===== config.mk =====
export PLATFORM = sky130hd
export DESIGN_NAME = ifu_fetch
export DESIGN_NICKNAME = d
export VERILOG_FILES = /design/src/rtl/ifu_pkg.sv /design/src/rtl/ifu_fifo.sv /design/src/rtl/ifu_fetch.sv
export SDC_FILE = /design/constraint.sdc
export NUM_CORES = 1
export LEC_CHECK = 0
export ABC_AREA = 1
export CAP_MARGIN = 25
export CORE_MARGIN = 4
export CORE_UTILIZATION = 45
export DETAILED_ROUTE_END_ITERATION = 8
export GPL_ROUTABILITY_DRIVEN = 0
export PLACE_DENSITY = 0.68
export SLEW_MARGIN = 20
export SYNTH_ARGS = -nofsm -noshare
export SYNTH_HDL_FRONTEND = slang
export SYNTH_HIERARCHICAL = 1
export SYNTH_SLANG_ARGS = --single-unit

===== constraint.sdc =====
create_clock -name clk -period 5.7 [get_ports clk]
set_clock_uncertainty 0.2 [all_clocks]
set_input_delay 1.425 -clock clk [delete_from_list [all_inputs] [get_ports clk]]
set_output_delay 1.425 -clock clk [all_outputs]
set_load 0.01 [all_outputs]

===== src/rtl/ifu_pkg.sv =====
`default_nettype none
// ============================================================================
// Module   : ifu_pkg
// Purpose  : Shared types and constants for the instruction fetch unit:
//            datapath widths, reset PC, fetch FSM state encoding and the
//            instruction buffer entry layout.
// Revision : 1.0 - initial release
// ============================================================================
package ifu_pkg;

    localparam int          c_xlen     = 64;
    localparam int          c_ilen     = 32;
    localparam logic [63:0] c_reset_pc = 64'h0000_0000_8000_0000;

    // Fetch FSM encoding, explicit width and values
    typedef enum logic [1:0] {
        ST_IDLE = 2'd0,
        ST_REQ  = 2'd1,
        ST_WAIT = 2'd2
    } state_t;

    // One buffered instruction together with the PC it was fetched from
    typedef struct packed {
        logic [c_ilen-1:0] inst;
        logic [c_xlen-1:0] pc;
    } fifo_entry_t;

endpackage : ifu_pkg
`default_nettype wire


===== src/rtl/ifu_fifo.sv =====
`default_nettype none
// ============================================================================
// Module   : ifu_fifo
// Purpose  : Registered synchronous FIFO for fetched instructions. No
//            bypass: a push becomes visible at the head one cycle later.
// Ports    : clk, rst        - clock, synchronous active-high reset
//            i_flush         - empty the FIFO (wins over push/pop)
//            i_push/i_push_data - write an entry (ignored when full)
//            i_pop           - retire the head entry (ignored when empty)
//            o_head          - current head entry
//            o_count         - occupancy 0..DEPTH
//            o_full/o_empty  - occupancy flags
// Revision : 1.0 - initial release
// ============================================================================
module ifu_fifo
    import ifu_pkg::*;
#(
    parameter int DEPTH = 2
) (
    input  logic                     clk,
    input  logic                     rst,
    input  logic                     i_flush,
    input  logic                     i_push,
    input  fifo_entry_t              i_push_data,
    input  logic                     i_pop,
    output fifo_entry_t              o_head,
    output logic [$clog2(DEPTH):0]   o_count,
    output logic                     o_full,
    output logic                     o_empty
);

    localparam int c_ptr_w = $clog2(DEPTH);
    localparam int c_cnt_w = $clog2(DEPTH) + 1;

    fifo_entry_t          r_mem [DEPTH];
    logic [c_ptr_w-1:0]   r_wr_ptr;
    logic [c_ptr_w-1:0]   r_rd_ptr;
    logic [c_cnt_w-1:0]   r_count;
    logic                 w_push_ok;
    logic                 w_pop_ok;

    assign o_full    = (r_count == c_cnt_w'(DEPTH));
    assign o_empty   = (r_count == '0);
    assign w_push_ok = i_push && !o_full;
    assign w_pop_ok  = i_pop && !o_empty;

    // DEPTH is a power of two, so pointers wrap naturally at their width
    always_ff @(posedge clk) begin
        if (rst) begin
            for (int i = 0; i < DEPTH; i++) begin
                r_mem[i] <= '0;
            end
            r_wr_ptr <= '0;
            r_rd_ptr <= '0;
            r_count  <= '0;
        end else if (i_flush) begin
            r_wr_ptr <= '0;
            r_rd_ptr <= '0;
            r_count  <= '0;
        end else begin
            if (w_push_ok) begin
                r_mem[r_wr_ptr] <= i_push_data;
                r_wr_ptr        <= r_wr_ptr + c_ptr_w'(1);
            end
            if (w_pop_ok) begin
                r_rd_ptr <= r_rd_ptr + c_ptr_w'(1);
            end
            r_count <= r_count + c_cnt_w'(w_push_ok) - c_cnt_w'(w_pop_ok);
        end
    end

    assign o_head  = r_mem[r_rd_ptr];
    assign o_count = r_count;

endmodule : ifu_fifo
`default_nettype wire


===== src/rtl/ifu_fetch.sv =====
`default_nettype none
// ============================================================================
// Module   : ifu_fetch
// Purpose  : Instruction fetch unit. Owns the fetch PC, issues one word
//            request at a time to instruction memory, buffers returned words
//            and presents them to the core. A redirect flushes buffered work
//            and discards the response of any request already in flight.
// Ports    : clk, rst                          - clock, sync active-high reset
//            redirect_valid/redirect_pc        - restart fetch at a new PC
//            mem_req_valid/addr/ready          - request channel
//            mem_resp_valid/data               - in-order response channel
//            inst_valid/inst/inst_pc/inst_ready - instruction channel to core
// Revision : 1.0 - initial release
// ============================================================================
module ifu_fetch
    import ifu_pkg::*;
#(
    parameter logic [63:0] RESET_PC   = c_reset_pc,
    parameter int          FIFO_DEPTH = 2
) (
    input  logic                 clk,
    input  logic                 rst,
    input  logic                 redirect_valid,
    input  logic [c_xlen-1:0]    redirect_pc,
    output logic                 mem_req_valid,
    output logic [c_xlen-1:0]    mem_req_addr,
    input  logic                 mem_req_ready,
    input  logic                 mem_resp_valid,
    input  logic [c_ilen-1:0]    mem_resp_data,
    output logic                 inst_valid,
    output logic [c_ilen-1:0]    inst,
    output logic [c_xlen-1:0]    inst_pc,
    input  logic                 inst_ready
);

    localparam int c_cnt_w = $clog2(FIFO_DEPTH) + 1;

    state_t               r_state;
    state_t               w_state_nxt;
    logic [c_xlen-1:0]    r_fetch_pc;
    logic [c_xlen-1:0]    w_fetch_pc_nxt;
    // Address of the request being presented / in flight; doubles as the PC
    // tagged onto its response.
    logic [c_xlen-1:0]    r_req_addr;
    // Set while the in-flight response belongs to a pre-redirect stream
    logic                 r_drop;
    logic                 w_drop_nxt;

    logic [c_xlen-1:0]    w_redirect_pc;
    logic                 w_accept;
    logic                 w_push;
    logic                 w_pop;
    logic                 w_full;
    logic                 w_empty;
    logic                 w_has_space;
    logic [c_cnt_w-1:0]   w_count;
    logic [c_cnt_w-1:0]   w_count_after;
    fifo_entry_t          w_push_entry;
    fifo_entry_t          w_head;

    assign w_redirect_pc = redirect_pc & ~64'h3;
    assign w_accept      = (r_state == ST_REQ) && mem_req_ready;
    assign w_push        = (r_state == ST_WAIT) && mem_resp_valid && !r_drop && !redirect_valid;
    assign w_pop         = inst_ready && !w_empty && !redirect_valid;
    assign w_count_after = w_count + c_cnt_w'(w_push) - c_cnt_w'(w_pop);
    assign w_has_space   = (w_count_after < c_cnt_w'(FIFO_DEPTH));

    assign w_push_entry.inst = mem_resp_data;
    assign w_push_entry.pc   = r_req_addr;

    ifu_fifo #(
        .DEPTH (FIFO_DEPTH)
    ) u_fifo (
        .clk         (clk),
        .rst         (rst),
        .i_flush     (redirect_valid),
        .i_push      (w_push),
        .i_push_data (w_push_entry),
        .i_pop       (w_pop),
        .o_head      (w_head),
        .o_count     (w_count),
        .o_full      (w_full),
        .o_empty     (w_empty)
    );

    // State register
    always_ff @(posedge clk) begin
        if (rst) begin
            r_state    <= ST_IDLE;
            r_fetch_pc <= RESET_PC;
            r_drop     <= 1'b0;
            r_req_addr <= '0;
        end else begin
            r_state    <= w_state_nxt;
            r_fetch_pc <= w_fetch_pc_nxt;
            r_drop     <= w_drop_nxt;
            // Latch the address only on entry to REQ so it stays stable
            // until accepted, even if a redirect moves fetch_pc meanwhile.
            if ((w_state_nxt == ST_REQ) && (r_state != ST_REQ)) begin
                r_req_addr <= w_fetch_pc_nxt;
            end
        end
    end

    // Next-state logic
    always_comb begin
        w_state_nxt    = r_state;
        w_fetch_pc_nxt = r_fetch_pc;
        w_drop_nxt     = r_drop;
        case (r_state)
            ST_IDLE: begin
                if (redirect_valid) begin
                    w_fetch_pc_nxt = w_redirect_pc;
                    w_state_nxt    = ST_REQ;
                end else if (!w_full) begin
                    w_state_nxt    = ST_REQ;
                end
            end
            ST_REQ: begin
                if (redirect_valid) begin
                    // The presented request must still complete; mark its
                    // response for discard.
                    w_fetch_pc_nxt = w_redirect_pc;
                    w_drop_nxt     = 1'b1;
                    if (w_accept) begin
                        w_state_nxt = ST_WAIT;
                    end
                end else if (w_accept) begin
                    w_state_nxt = ST_WAIT;
                    // With drop set, fetch_pc already holds the redirect
                    // target and must not advance past it.
                    if (!r_drop) begin
                        w_fetch_pc_nxt = r_fetch_pc + 64'd4;
                    end
                end
            end
            ST_WAIT: begin
                if (redirect_valid) begin
                    w_fetch_pc_nxt = w_redirect_pc;
                    if (mem_resp_valid) begin
                        // Outstanding request retires now, nothing left to drop
                        w_drop_nxt  = 1'b0;
                        w_state_nxt = ST_REQ;
                    end else begin
                        w_drop_nxt  = 1'b1;
                    end
                end else if (mem_resp_valid) begin
                    w_drop_nxt  = 1'b0;
                    w_state_nxt = w_has_space ? ST_REQ : ST_IDLE;
                end
            end
            default: begin
                w_state_nxt = ST_IDLE;
            end
        endcase
    end

    // Output logic
    always_comb begin
        mem_req_valid = (r_state == ST_REQ);
        mem_req_addr  = (r_state == ST_REQ) ? r_req_addr : '0;
        inst_valid    = !w_empty;
        inst          = w_head.inst;
        inst_pc       = w_head.pc;
    end

endmodule : ifu_fetch
`default_nettype wire


==> impl_metrics.ini <==
[sta]
worstMarginPinSlew_ps = 908
relSlewSlack = 0.394
hold_violations = 0
hold_ws_ps = 252
fin_tns_setup_ps = 0
layout_min_cycle_time_ps = 4570
clock.fmax_mhz = 219
setup_violations = 0
drv_slew = 0
fin_crit_sh = 0.803
rsz0062_at_grt = no

[finish]
fin_cells = 2927
multiInputGateArea_sq_um = 7010
nets = 2490
area_growth_pct = 23.3
post_route_cells_drive_above_1_share = 0.104
seqCellArea_sq_um = 8490
num-fill-cells = 3472

[floorplan]
die_h_um = 204
die_area_sq_um = 41800
rows = 71
pin_count = 264
die_x_um = 204
initial_utilization = 0.459
core_sq_um = 37800

[drt]
via_count = 15300
via_per_inst = 5.23
drtAntennaViolNets = 0
firstDrtPassIters = 6
drc = 0
routed_wl_mm = 51.5
routedWlPerCell_um = 17.6
drt_iter0_drc = 1557

[cts]
root_buffer = clkbuf_16
cts_buffers = 36
cts_tree = yes
cts_resized = 0
path_clk_slew_ps = 60
cts_hold_buffers = 0
post_cts_buffers = 0
clkLatencyLatePin_ps = 520
cts_buffer_depth = 3
cts_sinks = 328
htreeDepth = 2

[synthesis]
synth_area_sq_um = 17400
yosysMostFrequentCell = nor2_1
yosysWarnings = 6
yosys-top-cells-area = edfxtp_1 33%, dfxtp_1 16%, nor2_1 9.3%
synth-async-reset-ratio = 0
syn_inst = 2169
synth_edf_count = 192
netlist.top_cell.by_area = edfxtp_1
syn_nets = 2275
synth_seq_cells = 328
ys_types = 42
syn_area_per_cell_sq_um = 8.00
ys.flop_type = edfxtp_1
synth_top_cell_area_share = 0.332
synth_seq_area_share = 0.489
yosys-top-cells-count = 431 x nor2_1, 352 x inv_1, 316 x nand2_1

[worst_setup_path]
crit_path_end_kind = output port
critPathMaxFanout = 42
worstSetupPathType = flip-flop to output port
required_ps = 4070
critPathLaunchType = flip-flop
cp.arrival_ps = 2950

[grt]
first_global_vias = 14500
grt_pass1_wl_mm = 79.6
use_met2 = 0.374
use_met3 = 0.0417
grtUsageMet1 = 0.335
grt_overflow = 0
grt_max_degree = 112
grt_use_total = 0.239
antenna_found_initial = 7
grt-busiest-layer = met2

[pwr]
peakVddDrop_uv = 166
p_seq_frac = 0.468
p_sw_mw = 1.62
p_comb_frac = 0.157
swShare = 0.273
p_int_mw = 4.31
p_clk_frac = 0.375
p_per_area_nw_per_um2 = 277
leakage_nw = 8.49

[run]
drv_cap = 0

[placement]
dp_cells = 2857
post-dp-hpwl_mm = 35.3
io_buffers = 261

[worst_hold_path]
hold_class = flip-flop to flip-flop

[run_status]
status = finished, final reports clean
## power groups by stage
stage          Clock, mW  Sequential, mW  Combinational, mW
2_1_floorplan          0            2.78              0.563
3_3_place_gp           0            2.81              0.907
3_5_place_dp           0            2.82              0.923
4_1_cts             2.27            2.77              0.931
5_1_grt             2.36            2.79               1.04
6_report            2.23            2.77              0.931
## critical path, stage by stage, from the launching register on
cell and delay, ps:
dfxtp_1 330, inv_4 280, nor2_8 40, inv_2 660, buf_4 480, nor2_1 100
clkdlybuf4s50_1 490
## cells by family after synthesis
family,synth area share
adders and majority gates,0.00288
DFF,0.489
and+or+nand+nor,0.251
buffers and inverters,0.109
muxes,0.0623
AOI/OAI and AO/OA,0.0801
xor gates and xnor gates,0.00505
## layer usage
layer / wire length (um) / up-vias
met1: 21900 / 7157
li1: - / 7432
met3: 4240 / 103
met5: 13 / -
met4: 1660 / 2
met2: 23700 / 627
## path summary, 6_finish.rpt
check	endpoint	from	slack [ps]	depth (start not counted)
hold reg to reg	r_fetch_pc[0]	r_fetch_pc[0]	250	2
setup reg to reg	r_req_addr[28]	r_state[0]	2410	14
setup / recovery	mem_req_addr[6]	r_state[0]	1130	6
hold / removal	r_fetch_pc[0]	r_fetch_pc[0]	250	2
## layout by cell type, fill, tap and decap left out, drive strengths merged
master         Yosys  routed
a31oi              2       2
mux2              96      96
o22ai             15      15
nor4               1       1
edfxtp           192     192
o2111ai            1       1
o32ai             14      14
a21oi            118     118
nand4             28      28
or2               19      19
clkdlybuf4s50      0     259
nor3              16      16
o221ai             8       8
dfxtp            136     136
ha                 4       4
inv              358     359
diode              0       6
and3               1       1
buf               55      21
o211ai            11      11
nor2             476     476
clkbuf            48      53
nand2            319     319
nand3b             2       2
xor2               8       8
xnor2              2       2
o21ai             82      82
clkinv             1      11
and2               4       4
nand3            152     152
## through the flow
stage	utilization	area [sq um]	power (mW)	setup slack [ps]
floorplan	-	17400	3.35	544
global placement	0.536	20300	3.72	1270
detailed placement	0.536	20300	3.74	1240
CTS	0.565	21400	5.97	1070
global route	0.566	21400	6.19	928
finish	0.566	21400	5.93	1130
## area by class of cell
cell class / instances / area share
Sequential cell: 328 / 0.397
Multi-Input combinational cell: 1379 / 0.327
Timing Repair Buffer: 280 / 0.130
Inverter: 359 / 0.0631
Clock buffer: 53 / 0.0499
Tap cell: 511 / 0.0299
Clock inverter: 11 / 0.00234
Antenna cell: 6 / 0.000701
## flip-flops by register name, indices dropped and copies added (netlist names), named ones only
name and count:
r_req_addr 64, u_fifo/r_rd_ptr 1, r_state 2, u_fifo/o_count 2, u_fifo/r_mem 192, r_drop 1
r_fetch_pc 64, u_fifo/r_wr_ptr 1
No activity file was read; power rests on OpenSTA's default activity.
